**src/rtl/turn_controller.sv**
```systemverilog
// turn_controller: per-turn countdown, scoring and winner logic for the card-matching game.
// Every output is a flop; the comb blocks compute next-state and next-register values.
module turn_controller #(
    parameter int CLK_PER_SEC = 50000000,
    parameter int TURN_SECS   = 15,
    parameter int NUM_PAIRS   = 8
) (
    input  logic       clock,
    input  logic       reset_n,
    input  logic       start,
    input  logic       pair_valid,
    input  logic       pair_match,
    input  logic       pause,
    output logic [3:0] timer,
    output logic       cur_player,
    output logic [3:0] score_p1,
    output logic [3:0] score_p2,
    output logic [1:0] winner,
    output logic       game_over,
    output logic       turn_start
);
    localparam int PW = $clog2(CLK_PER_SEC);
    localparam logic [3:0] TS = 4'(TURN_SECS);
    localparam logic [3:0] NP = 4'(NUM_PAIRS);
    localparam logic [PW-1:0] PMAX = PW'(CLK_PER_SEC - 1);

    typedef enum logic [1:0] {IDLE, PLAY, SWITCH, OVER} state_t;

    state_t        state, state_nxt;
    logic [PW-1:0] presc, presc_nxt;
    logic [3:0]    pairs, pairs_nxt, timer_nxt, sp1_nxt, sp2_nxt;
    logic [1:0]    winner_nxt;
    logic          player_nxt, over_nxt, ts_nxt;
    logic          tick, hit, miss, begin_game;

    assign tick       = state == PLAY && !pause && presc == PMAX;
    assign hit        = state == PLAY && pair_valid && pair_match;
    assign miss       = state == PLAY && pair_valid && !pair_match;
    assign begin_game = (state == IDLE || state == OVER) && start;

    always_ff @(posedge clock) begin
        if (!reset_n) begin
            state      <= IDLE;
            presc      <= '0;
            timer      <= TS;
            cur_player <= 1'b0;
            score_p1   <= 4'd0;
            score_p2   <= 4'd0;
            pairs      <= 4'd0;
            winner     <= 2'b00;
            game_over  <= 1'b0;
            turn_start <= 1'b0;
        end else begin
            state      <= state_nxt;
            presc      <= presc_nxt;
            timer      <= timer_nxt;
            cur_player <= player_nxt;
            score_p1   <= sp1_nxt;
            score_p2   <= sp2_nxt;
            pairs      <= pairs_nxt;
            winner     <= winner_nxt;
            game_over  <= over_nxt;
            turn_start <= ts_nxt;
        end
    end

    always_comb begin
        state_nxt = state;
        case (state)
            IDLE:    state_nxt = start ? PLAY : IDLE;
            PLAY:    state_nxt = hit ? (pairs + 4'd1 == NP ? OVER : PLAY)
                               : (miss || (tick && timer <= 4'd1)) ? SWITCH : PLAY;
            SWITCH:  state_nxt = PLAY;
            default: state_nxt = start ? PLAY : OVER;
        endcase
    end

    always_comb begin
        presc_nxt  = presc;
        timer_nxt  = timer;
        player_nxt = cur_player;
        sp1_nxt    = score_p1;
        sp2_nxt    = score_p2;
        pairs_nxt  = pairs;
        if (begin_game) begin
            presc_nxt  = '0;
            timer_nxt  = TS;
            player_nxt = 1'b0;
            sp1_nxt    = 4'd0;
            sp2_nxt    = 4'd0;
            pairs_nxt  = 4'd0;
        end else if (state == SWITCH) begin
            presc_nxt  = '0;
            timer_nxt  = TS;
            player_nxt = !cur_player;
        end else if (hit) begin
            presc_nxt = '0;
            timer_nxt = TS;
            pairs_nxt = pairs + 4'd1;
            sp1_nxt   = (!cur_player && score_p1 != 4'hf) ? score_p1 + 4'd1 : score_p1;
            sp2_nxt   = (cur_player && score_p2 != 4'hf) ? score_p2 + 4'd1 : score_p2;
        end else if (state == PLAY && !pause && !pair_valid) begin
            // a pair event in the same cycle swallows the tick
            presc_nxt = tick ? '0 : presc + PW'(1);
            timer_nxt = tick ? timer - 4'd1 : timer;
        end
        winner_nxt = begin_game ? 2'b00
                   : (state_nxt == OVER && state != OVER)
                     ? (sp1_nxt > sp2_nxt ? 2'b01 : sp1_nxt < sp2_nxt ? 2'b10 : 2'b11)
                   : winner;
        over_nxt   = state_nxt == OVER;
        ts_nxt     = begin_game || state == SWITCH;
    end
endmodule

```
**config.mk**
```make
export PLATFORM = sky130hd
export DESIGN_NAME = turn_controller
export DESIGN_NICKNAME = d
export VERILOG_FILES = /design/src/rtl/turn_controller.sv
export SDC_FILE = /design/constraint.sdc
export NUM_CORES = 1
export LEC_CHECK = 0
export CAP_MARGIN = 20
export CORE_MARGIN = 1
export CORE_UTILIZATION = 29
export DETAILED_ROUTE_END_ITERATION = 10
export SLEW_MARGIN = 20
export SYNTH_ARGS = -nofsm -noshare
export SYNTH_HDL_FRONTEND = slang
export SYNTH_SLANG_ARGS = --single-unit
```
**constraint.sdc**
```tcl
create_clock -name clock -period 5.5 [get_ports clock]
set_input_delay 0.825 -clock clock [delete_from_list [all_inputs] [get_ports clock]]
set_output_delay 0.825 -clock clock [all_outputs]
set_load 0.02 [all_outputs]
```
==> results.txt <==
- Std cell rows: 33
* Final instance area: 2920 µm²
* Cell Count, Final, Fillers Out: around 410
* Worst path required time: 5.73 ns
- Setup violations remaining at the end of the flow were counted as 0.
* Max-cap violations: 0
- P_leak: 1.05 nW
- STA classifies the critical path startpoint as a primary input.
- At the end of the flow, the number of nets in the layout was between 300 and 400.
* CTS tree: yes
* Total via count in the routed design: just under 2000
- Global route total overflow: 0
* CTS clock-pin slew for the worst setup and hold paths: around 0.080 ns
- At the later pin of the worst-skew pair, clock insertion delay measures roughly 0.30 ns.
- The setup check on the worst reg-to-reg path leaves a slack of 2.55 ns.
* Hold buffer count at cts: 0
- Routability-driven placement finished with a final weighted congestion of 0.855.
- The flow ran to the end, and the final reports show no timing, DRC or antenna violations.
- Critical path capture point type: flip-flop
- Final HPWL from detailed placement: 3.74 mm
- Compared with the post-synthesis result, the final layout area differs by 16.3%.
- VDD IR-drop max: 96.1 µV
* Number of enable flip-flop cells after synthesis: 0
- Number of failing hold endpoints at the final stage: 0
* Peak clock frequency supported by timing: roughly 310 MHz
* Final Total Pwr: about 620 µW
- Initial DRC Count: 63
- YS warnings: 0
- Synthesis produced a netlist whose cell count is 283.
- Number of buffers inserted during clock tree synthesis: 5
* RSZ-0062 raised after global routing: false
- Launch instance of the worst min-delay path: winner[0]$_SDFFE_PP0P_
- Worst Hold Margin: 0.488 ns
- Die Ht: 95.0 µm
* Ordered list of cells on the worst path: clkdlybuf4s50_1 -> nand3_1 -> nor2_2 -> and3_1 -> mux2i_1 -> or2_2 -> ha_1 -> nor2b_1 -> o21ai_0 -> nand2b_1 -> a21o_1 -> a21o_1 -> mux2i_1
- H-tree levels: 2
- Total I/O pin count: 23
- Routed wire length per instance: 12.0 µm
* Sequential share of the synthesized area: 0.391
* Final critical-path share of the clock period: 0.596
- Among all flip-flop cells after synthesis, the most frequent one is dfxtp_1.
* Pin count of the biggest net entering global routing: 27
- The worst register-to-register path has a depth of 14.
- Power spread over the standard cell area amounts to 214 nW/µm².
- Together, buffers and inverters on the worst path number 1.
- Post-CTS setup buffers: 0
- Worst hold path endpoint: winner[0]$_SDFFE_PP0P_
- Capture point of the worst reg-to-reg path: winner[1]$_SDFFE_PP0P_
- Summing every instance area after synthesis gives between 2000 and 3000 µm².
- Along the worst path, the maximum fanout reaches 6.
- The die is 95.0 µm wide.
- Number of antenna violations at the first check in global routing: 0
* Skew final: 0.0123 ns
* Post-synthesis async set-or-reset flop share: 0
- The synthesized design contains 49 register bits.
- The first global-routing pass estimated 8.40 mm of wire.
- Antenna cell count: 0
* Slew @ Worst Pin: 0.995 ns
- Type of the worst setup path: in2reg
- The via count of the first global-routing pass is around 1800.
- The count of buffers added on input and output ports is 22.
- Measured against its own limit, the worst slew margin works out to 0.337.
- Total global routing track utilization: 0.120
- Summed over all failing endpoints, the final setup total negative slack is 0 ns.
- Number of antenna-violating nets in the routed design: 0
- Detailed-router iteration count before antenna repair: 4
* Top delay family on crit path: simple AND/OR/NAND/NOR gates
- The number of nets in the synthesized netlist is approximately 310.
* Average cell area after synthesis: 8.86 µm²
- Delay of the slowest critical-path stage: 0.51 ns
- The smallest clock period supported by the final layout is computed as ~3.3 ns.
* Cts repair resizes: 0
- The min-delay analysis places its worst path in the category reg2reg.
* Via count normalized by instance count: approximately 4.7
- Placed Cells incl. Taps: between 400 and 500
- The largest individual stage delay along the critical path comes from the cell clkdlybuf4s50_1.
- Placed inst area: 2820 µm²
* Critical Path AT: 3.50 ns
- After synthesis, the netlist uses 42 different library cells.
* DRC Markers: 0
* Pins over their slew limit: 0
- The tree is rooted in a clkbuf_8.
- The startpoint identified for the worst register-to-register timing path is state[1]$_SDFF_PN0_.
- The tree built by TritonCTS fans out to 49 sinks.
* Core area: ~8300 µm²
* Area of the die: 9030 µm²
- The worst hold path was traced through 2 stages.
* Buffer depth of the longest clock path: 2
- In the final layout, the share of cells above drive strength 1 is 0.0552.
- Total wire length: roughly 5 mm
- For this configuration, the core starts out at a cell density of 0.302.
==> cells in the final DEF (no fill, tap or decap), types with 8 or more instances in the layout <==
cell / netlist / layout
xor2_1: 17 / 17
nand2_1: 24 / 24
ha_1: 16 / 16
clkdlybuf4s50_1: 0 / 22
xnor2_1: 21 / 21
nand3_1: 20 / 20
nor2b_1: 8 / 8
nor3_1: 9 / 9
dfxtp_1: 49 / 49
nor2_1: 49 / 49
==> worst max path at each step <==
| stage | depth (start not counted) | start | to | slack [ns] |
|---|---|---|---|---|
| 3_3_place_gp | 13 | pair_valid | winner[1]$_SDFFE_PP0P_ | 1.97 |
| 6_report | 13 | pair_valid | winner[1]$_SDFFE_PP0P_ | 2.22 |
| 3_5_place_dp | 13 | pair_valid | winner[1]$_SDFFE_PP0P_ | 1.89 |
| 5_1_grt | 13 | pair_valid | winner[1]$_SDFFE_PP0P_ | 1.94 |
| 4_1_cts | 13 | pair_valid | winner[1]$_SDFFE_PP0P_ | 2.21 |
| 2_1_floorplan | 13 | pair_match | winner[1]$_SDFFE_PP0P_ | 2.61 |
==> flip-flops by register name, indices dropped and copies added (netlist names) <==
signal,cells
turn_start,1
presc,26
timer,4
cur_player,1
game_over,1
score_p2,4
state,2
winner,2
pairs,4
score_p1,4
==> worst register-to-register path, cell delays in order (launching register included) <==
cell	delay, ns
dfxtp_1	0.34
inv_1	0.08
ha_1	0.26
nand3_1	0.17
nor2_2	0.26
and3_1	0.30
mux2i_1	0.12
or2_2	0.29
ha_1	0.28
nor2b_1	0.13
o21ai_0	0.13
nand2b_1	0.07
a21o_1	0.19
a21o_1	0.15
mux2i_1	0.12
==> where the power goes <==
part / internal, mW / leakage, nW / switching (mW) / total (mW)
registers: 0.357 / 0.395 / 0.00242 / 0.360
clock network: 0.102 / 0.0512 / 0.122 / 0.224
logic: 0.0152 / 0.599 / 0.0259 / 0.0410
==> layer usage <==
metal	vias up	track usage	part of all wire
li1	1006	-	-
met1	878	0.155	0.48
met2	34	0.201	0.47
met3	6	0.0279	0.036
met4	0	0.0303	0.0095
met5	-	0	0
==> cell families (layout without fill, tap and decap cells) <==
logic type	Yosys count	in the layout	synth area share
buffers and inverters	11	36	0.0244
adders and majority gates	16	16	0.0798
muxes	5	5	0.0200
AOI/OAI and AO/OA	15	15	0.0419
and+or+nand+nor	149	149	0.310
DFF	49	49	0.391
xor gates and xnor gates	38	38	0.133
==> area by class of cell <==
type | count | area (µm²)
sequential | 49 | 981
fill | 863 | 5380
timing repair buffer | 22 | 220
tap | 105 | 131
clock buffer | 6 | 82.6
inverter | 6 | 22.5
clock inverter | 2 | 13.8
multi-input combinational | 223 | 1470
==> stage by stage <==
step                setup slack [ns]   util
floorplan                       2.61      -
global placement                1.97  0.340
detailed placement              1.89  0.340
CTS                             2.21  0.352
global route                    1.94  0.352
finish                          2.22  0.352
==> cells in the mapped netlist, types with 4 or more instances <==
library cell	count	area share
nand2b_1	6	0.015
nand3_1	20	0.040
nor3_1	9	0.018
nand4_1	7	0.017
nand2_1	24	0.036
ha_1	16	0.080
xor2_1	17	0.059
and2_1	5	0.012
dfxtp_1	49	0.39
and3_1	4	0.010
nor2b_1	8	0.020
nor2_1	49	0.073
inv_1	6	0.0090
mux2i_1	5	0.020
xnor2_1	21	0.073
Power figures use the tool's default switching activity.
